File: src/rtl/axil_regfile.sv
// AXI4-lite register file with byte-strobed writable registers and read-only
// registers that reflect hardware status. Write address and write data are
// accepted independently into one-entry holding buffers; reads are served
// from a single outstanding-read slot with a registered result.
module axil_regfile #(
  parameter int                  DATA_WIDTH = 32,
  parameter int                  ADDR_WIDTH = 8,
  parameter int                  NUM_REGS   = 16,
  parameter logic [NUM_REGS-1:0] RO_MASK    = '0
) (
  input  logic                           clk,
  input  logic                           rst_n,
  input  logic [ADDR_WIDTH-1:0]          waddr,
  input  logic                           wavalid,
  output logic                           waready,
  input  logic [DATA_WIDTH-1:0]          wdata,
  input  logic [DATA_WIDTH/8-1:0]        wstrb,
  input  logic                           wvalid,
  output logic                           wready,
  output logic [1:0]                     bresp,
  output logic                           bvalid,
  input  logic                           bready,
  input  logic [ADDR_WIDTH-1:0]          raddr,
  input  logic                           arvalid,
  output logic                           arready,
  output logic [DATA_WIDTH-1:0]          rdata,
  output logic [1:0]                     rresp,
  output logic                           rvalid,
  input  logic                           rready,
  input  logic [NUM_REGS*DATA_WIDTH-1:0] hw_status,
  output logic [NUM_REGS*DATA_WIDTH-1:0] reg_q,
  output logic [NUM_REGS-1:0]            wr_pulse
);

  localparam int         STRB_W      = DATA_WIDTH / 8;
  localparam int         ADDR_LSB    = (DATA_WIDTH == 64) ? 3 : 2;
  localparam int         IDX_W       = ADDR_WIDTH - ADDR_LSB;
  localparam logic [1:0] RESP_OKAY   = 2'b00;
  localparam logic [1:0] RESP_SLVERR = 2'b10;

  logic                  aw_held;
  logic [IDX_W-1:0]      aw_idx;
  logic                  w_held;
  logic [DATA_WIDTH-1:0] w_data;
  logic [STRB_W-1:0]     w_strb;
  logic                  commit;
  logic [NUM_REGS-1:0]   wr_hit;
  logic [IDX_W-1:0]      ar_idx;
  logic                  rd_hit;
  logic [DATA_WIDTH-1:0] rd_val;
  logic                  unused_addr_bits;

  // Sub-word address bits carry no meaning for word-sized registers.
  assign unused_addr_bits = ^{waddr[ADDR_LSB-1:0], raddr[ADDR_LSB-1:0]};

  assign waready = !aw_held;
  assign wready  = !w_held;
  assign arready = !rvalid;
  assign commit  = aw_held & w_held & !bvalid;
  assign ar_idx  = raddr[ADDR_WIDTH-1:ADDR_LSB];

  // Write-address holding buffer: capture on handshake, release on commit.
  always_ff @(posedge clk or negedge rst_n) begin
    if (!rst_n) begin
      aw_held <= 1'b0;
      aw_idx  <= '0;
    end else if (commit) begin
      aw_held <= 1'b0;
    end else if (wavalid && !aw_held) begin
      aw_held <= 1'b1;
      aw_idx  <= waddr[ADDR_WIDTH-1:ADDR_LSB];
    end
  end

  // Write-data holding buffer: capture on handshake, release on commit.
  always_ff @(posedge clk or negedge rst_n) begin
    if (!rst_n) begin
      w_held <= 1'b0;
      w_data <= '0;
      w_strb <= '0;
    end else if (commit) begin
      w_held <= 1'b0;
    end else if (wvalid && !w_held) begin
      w_held <= 1'b1;
      w_data <= wdata;
      w_strb <= wstrb;
    end
  end

  // One storage slice per register; read-only slots hold no state and
  // can never be hit by a write, which turns such writes into SLVERR.
  genvar gi;
  generate
    for (gi = 0; gi < NUM_REGS; gi++) begin : g_reg
      if (RO_MASK[gi]) begin : g_ro
        assign wr_hit[gi]                          = 1'b0;
        assign reg_q[gi*DATA_WIDTH +: DATA_WIDTH] = '0;
      end else begin : g_rw
        logic [DATA_WIDTH-1:0] value;
        assign wr_hit[gi] = commit && (aw_idx == IDX_W'(gi));

        // Byte-lane update on a commit addressed to this register.
        always_ff @(posedge clk or negedge rst_n) begin
          if (!rst_n) begin
            value <= '0;
          end else if (wr_hit[gi]) begin
            for (int b = 0; b < STRB_W; b++) begin
              if (w_strb[b]) value[b*8 +: 8] <= w_data[b*8 +: 8];
            end
          end
        end

        assign reg_q[gi*DATA_WIDTH +: DATA_WIDTH] = value;
      end
    end
  endgenerate

  // Write response and strobe: wr_pulse lands in the same cycle the new
  // register value becomes visible; bresp is held until bready.
  always_ff @(posedge clk or negedge rst_n) begin
    if (!rst_n) begin
      bvalid   <= 1'b0;
      bresp    <= RESP_OKAY;
      wr_pulse <= '0;
    end else begin
      wr_pulse <= wr_hit;
      if (commit) begin
        bvalid <= 1'b1;
        bresp  <= (|wr_hit) ? RESP_OKAY : RESP_SLVERR;
      end else if (bvalid && bready) begin
        bvalid <= 1'b0;
        bresp  <= RESP_OKAY;
      end
    end
  end

  // Read selection: stored value or live hardware status; zero when out of range.
  always_comb begin
    rd_hit = 1'b0;
    rd_val = '0;
    for (int i = 0; i < NUM_REGS; i++) begin
      if (ar_idx == IDX_W'(i)) begin
        rd_hit = 1'b1;
        rd_val = RO_MASK[i] ? hw_status[i*DATA_WIDTH +: DATA_WIDTH]
                            : reg_q[i*DATA_WIDTH +: DATA_WIDTH];
      end
    end
  end

  // Single outstanding read: result registered at the AR handshake, which
  // naturally returns the pre-write value on a same-edge commit.
  always_ff @(posedge clk or negedge rst_n) begin
    if (!rst_n) begin
      rvalid <= 1'b0;
      rdata  <= '0;
      rresp  <= RESP_OKAY;
    end else if (arvalid && !rvalid) begin
      rvalid <= 1'b1;
      rdata  <= rd_val;
      rresp  <= rd_hit ? RESP_OKAY : RESP_SLVERR;
    end else if (rvalid && rready) begin
      rvalid <= 1'b0;
    end
  end

endmodule

File: config.mk
export PLATFORM = sky130hd
export DESIGN_NAME = axil_regfile
export DESIGN_NICKNAME = d
export VERILOG_FILES = /design/src/rtl/axil_regfile.sv
export SDC_FILE = /design/constraint.sdc
export NUM_CORES = 1
export LEC_CHECK = 0
export ABC_CLOCK_PERIOD_IN_PS = 2200
export CAP_MARGIN = 15
export CORE_AREA = 2 2 448 450
export CTS_BUF_LIST = sky130_fd_sc_hd__clkbuf_4 sky130_fd_sc_hd__clkbuf_8
export CTS_CLUSTER_SIZE = 10
export DETAILED_ROUTE_END_ITERATION = 12
export DIE_AREA = 0 0 450 452
export REMOVE_ABC_BUFFERS = 1
export SLEW_MARGIN = 40
export SYNTH_ARGS = -nofsm -noshare
export SYNTH_HDL_FRONTEND = slang
export SYNTH_SLANG_ARGS = --single-unit
File: constraint.sdc
create_clock -name clk -period 2.2 [get_ports clk]
set_input_delay 0.66 -clock clk [delete_from_list [all_inputs] [get_ports clk]]
set_output_delay 0.66 -clock clk [all_outputs]
set_load 0.03 [all_outputs]
### Yosys cells after proc, flatten, opt, wreduce, memory -nomap -nowiden

Cells that the tools add are included.

* equality and inequality tests: 30
* muxes and demuxes: 44
* bitwise logic cells: 3
* reductions and logical operators: 98

Operators with widths (number)
* $mux 32: 16
* $reduce_and 2->1: 66
* $eq 6x4->1 const B: 16
* $eq 6x3->1 const B: 8
* $eq 6x2->1 const B: 4
* $mux 1: 24
* $logic_and 1x1->1: 21
* $reduce_or 16->1: 1
* $eq 6x1->1 const B: 2
* $logic_not 6->1: 2
* $mux 2: 4
* $reduce_bool 2->1: 4
* $logic_not 1->1: 4
* $and 1x1->1: 2
* $not 1->1: 1

* flip-flop bits (word level): 610
* input bits: 571
* output and inout bits: 569
* word-level logic and storage cells: 250

### Depth between registers and ports, before layout

* depth in word-level cells: 18
* depth in mapped cells: 10
* gate-level depth less buffers: 6

### Least setup slack after synthesis

No wires, ideal clock.

* path type: input to register
* start point: input port raddr[6]
* end point: register rdata[27]
* setup time: 0.065 ns
* arrival: 2.438 ns
* required time: 2.135 ns
* slack: -0.303 ns
* cell stages on the path: 7
* path buffers: 2
* path through: buf_2 -> or4b_2 -> buf_2 -> o211ai_1 -> o311ai_0 -> a2111oi_0 -> o21a_1

* cells in the longest elaborated chain, start to end: 17
* elaborated cells on any way between the ends: 32
* classes of those cells: eq/ne: 15; mux: 16; reduce/logical: 1

RTL lines
* start: declaration: RTL line 23 `input logic [ADDR_WIDTH-1:0] raddr,`
* $logic_not 6->1: RTL line 142 `if (ar_idx == IDX_W'(i)) begin`
* $mux 32 (15 in series): RTL line 142
* $mux 32 *: RTL line 142
* end signal: assignment: RTL line 159 `rdata <= rd_val;`
* end: declaration: RTL line 26 `output logic [DATA_WIDTH-1:0] rdata,`

Mark *: on every way between the ends. The rest lies on a longest branch, timed or not.
A chain may end at the register's enable or synchronous reset.

### Final worst setup path

* start point: register bvalid
* end point: register g_reg[0].g_rw.value[26]

* cells in the longest elaborated chain, start to end: 4

RTL lines
* start: declaration: RTL line 21 `output logic bvalid,`
* start signal: assignment: RTL line 122 `bvalid <= 1'b0;`
* start signal: assignment: RTL line 128 `bvalid <= 1'b1;`
* start signal: assignment: RTL line 131 `bvalid <= 1'b0;`
* $logic_not 1->1: RTL line 59 `assign commit = aw_held & w_held & !bvalid;`
* $and 1x1->1: RTL line 59
* $logic_and 1x1->1: RTL line 100 `assign wr_hit[gi] = commit && (aw_idx == IDX_W'(gi));`
* named net wr_hit[0]: RTL line 47 `logic [NUM_REGS-1:0] wr_hit;`
* $reduce_and 2->1 (no source line)
* end signal: indexed assignment: RTL line 108 `if (w_strb[b]) value[b*8 +: 8] <= w_data[b*8 +: 8];`
* end: declaration: RTL line 99 `logic [DATA_WIDTH-1:0] value;`

The timed path passes the listed nets, and every way through them passes these cells.

==> flow_metrics.py <==
metrics = {
    "job": {
        "maxCapViolCount": 0,
    },
    "die": {
        "coreArea_sq_mm": 0.199,
        "start_util": 0.137,
        "design.portCount": 1140,
        "die-area_sq_mm": 0.203,
        "die_x_um": 450,
        "row_count": 164,
        "die-height_um": 452,
    },
    "pwr": {
        "pwr_density_cell_mw_per_mm2": 1370,
        "internal_power_w": 0.0329,
        "p_leak_nw": 21.4,
        "vdd_drop_max_mv": 0.817,
        "switching_share": 0.453,
        "p_seq_frac": 0.361,
        "pwr-share-comb": 0.431,
        "switching_power_w": 0.0272,
        "p_clk_frac": 0.208,
    },
    "clock_tree": {
        "htree_num_levels": 3,
        "cts_tree": "done",
        "path_clk_slew_ns": 0.06,
        "clk_path_buf_depth": 3,
        "clock_latency_ns": 0.84,
        "cts_made_buffers": 108,
        "clockRootBuffer": "clkbuf_8",
        "cts.sinks": 608,
    },
    "routing": {
        "post_drt_wl_per_cell_um": 28.4,
        "ant_nets": 0,
        "num_vias": 24700,
        "drtIter0Drc": 2098,
        "drc": 0,
        "drt_wl_total_um": 171000,
        "dr.pass1.iters": 6,
        "vias_per_cell": 4.11,
    },
    "logic_synthesis": {
        "syn_area_per_cell_sq_um": 12.8,
        "yosysUniqueCellTypes": 72,
        "ys_seq_area_frac": 0.557,
        "async_flop_share": 1.00,
        "ys.flop_type": "dfrtp_1",
        "netlist_area_sq_mm": 0.0273,
        "ys_ff_latch": 608,
        "yosysWarnings": 0,
        "synthCells": 2133,
        "synth_enable_flop_cells": 0,
    },
    "timing": {
        "hold_viol_final": 0,
        "grt_setup_unrepaired": "true",
        "relSlewSlack": 0.346,
        "setup_slack_ns": -0.321,
        "fin_crit_sh": 1.15,
        "finalSetupViolCount": 432,
        "period_needed_ns": 2.52,
        "maxSlewViolCount": 0,
        "clock_skew_ns": 0.0759,
        "worstMarginPinSlew_ns": 0.980,
        "max_freq_mhz": 397,
    },
    "grt": {
        "grt_max_degree": 77,
        "antenna_found_initial": 27,
        "grt_util_all_layers": 0.161,
        "grt_pass1_vias": 24700,
        "grt-ovfl-total": 0,
        "grt_pass1_wl_um": 225000,
    },
    "placed_design": {
        "dp_slack_ns": -1.19,
        "gp_congestion": 0.894,
        "hpwl_um": 136000,
        "post-place-cells": 5631,
        "portBuffers": 621,
    },
    "status": {
        "status": "finished, violations left",
        "violations": "setup timing",
    },
    "critical_path": {
        "criticalPathCategory": "flop to flop",
        "cp.required_ns": 2.86,
        "critPathArrivalTime_ns": 3.18,
        "cp-start-kind": "flop",
        "worstPathMaxFanout": 8,
        "cp-end-kind": "flop",
    },
    "cells_and_area": {
        "area_delta_synth_final_pct": 60.6,
        "layout-drive-gt1-share": 0.614,
        "final_nets": 3817,
        "stdcell_count": 6006,
        "final_common_cell": "buf_4",
        "final_cell_mix": "buf_4, mux2_2, dfrtp_1",
    },
    "hold_path": {
        "min_path_type": "input pin to async pin",
    },
}
-- registers in the layout (all words and copies together) (netlist names) --
signal and flops:
wr_pulse 16, w_strb 4, rdata 32, w_held 1, aw_idx 6, bresp 1
rvalid 1, aw_held 1, g.g_rw.value 512, rresp 1, w_data 32, bvalid 1
-- path summary, 6_finish.rpt --
kind	cells after the start	start	slack, ns	end
worst max register to register	9	bvalid	-0.32	g_reg[0].g_rw.value[26]
worst min-delay path	2	rst_n	0.30	g_reg[8].g_rw.value[0]
worst max-delay path	9	bvalid	-0.32	g_reg[0].g_rw.value[26]
max in group asynchronous	4	rst_n	0.90	g_reg[4].g_rw.value[28]
min in group clk	2	rready	0.39	rvalid
worst min register to register	2	rdata[11]	0.51	rdata[11]
-- metal layers --
layer	GRT usage	vias to the layer above	part of all wire
met5	0	-	0.00024
met4	0.0687	6	0.046
met3	0.0617	317	0.11
met2	0.250	1367	0.45
met1	0.197	12800	0.40
li1	-	10200	-
-- Yosys cell counts (all sizes together), types with 5 or more instances --
cell type	instances	share of area
nor3	17	0.0041
a21o	11	0.0030
a22oi	5	0.0014
a31oi	13	0.0030
mux4	19	0.016
nand3b	5	0.0018
nor2	117	0.016
nor4	22	0.0053
o221ai	13	0.0042
o21ai	116	0.021
inv	8	0.0011
a21oi	85	0.016
buf	38	0.0071
a221oi	52	0.017
clkbuf	104	0.014
dfrtp	608	0.56
mux2i	59	0.022
o211ai	10	0.0028
mux2	560	0.23
nand2b	8	0.0018
nand3	17	0.0031
a221o	7	0.0026
o22ai	39	0.0089
nand2	138	0.021
-- per-stage QoR --
| stage | area [sq um] | hold WS [ns] | power (W) | util | setup TNS, ns |
|---|---|---|---|---|---|
| 2_1_floorplan | 26700 | 0.364 | 0.0313 | - | -40.34 |
| 3_3_place_gp | 40500 | 0.478 | 0.0467 | 0.204 | -113.42 |
| 3_5_place_dp | 40500 | 0.494 | 0.0470 | 0.204 | -126.35 |
| 4_1_cts | 43000 | 0.218 | 0.0596 | 0.216 | -111.81 |
| 5_1_grt | 43800 | 0.269 | 0.0625 | 0.221 | -102.32 |
| 6_report | 43800 | 0.297 | 0.0601 | 0.221 | -59.99 |
-- power by group through the flow --
stage / Clock [W] / Combinational [W] / Sequential (W)
2_1_floorplan: 0 / 0.00508 / 0.0262
3_3_place_gp: 0 / 0.0250 / 0.0217
3_5_place_dp: 0 / 0.0252 / 0.0218
4_1_cts: 0.0128 / 0.0254 / 0.0215
5_1_grt: 0.0132 / 0.0271 / 0.0222
6_report: 0.0125 / 0.0259 / 0.0217
-- critical path, cell delays in order (launching register included) --
cell	delay (ns)
dfrtp_1	0.39
nand3b_4	0.17
nor3_4	0.16
buf_12	0.15
or3b_4	0.44
buf_6	0.14
nor3_4	0.19
buf_12	0.20
nand2_8	0.11
mux2_4	0.34
-- kinds of logic (layout without fill, tap and decap cells) --
kind of cell	count (synthesis)	in the layout	synth area share
simple gates	348	348	0.0611
compound gates	387	387	0.0904
mux	638	638	0.268
buf+inv	151	1359	0.0226
other cells	1	10	0.000137
flops	608	608	0.557
-- cell type report --
class / instances / area (sq um)
fillers: 21600 / 155000
flip-flops and latches: 608 / 15300
multi-input cells: 1375 / 12200
repair buffers: 1144 / 10400
well taps: 2656 / 3320
clock buffers: 172 / 2160
clock inverters: 34 / 413
inverters: 9 / 38.8
diodes: 8 / 20.0
-- what timing repair did --
item / in CTS / in global routing
setup buffers: 135 / 32
cloned: 0 / 2
pin swaps: 10 / 12
endpoints found under the setup margin: 1081 / 577
endpoints found under the hold margin: 40 / 0
resized for setup: 2926 / 179
hold buffers: 1 / 0
Power figures use the tool's default switching activity.
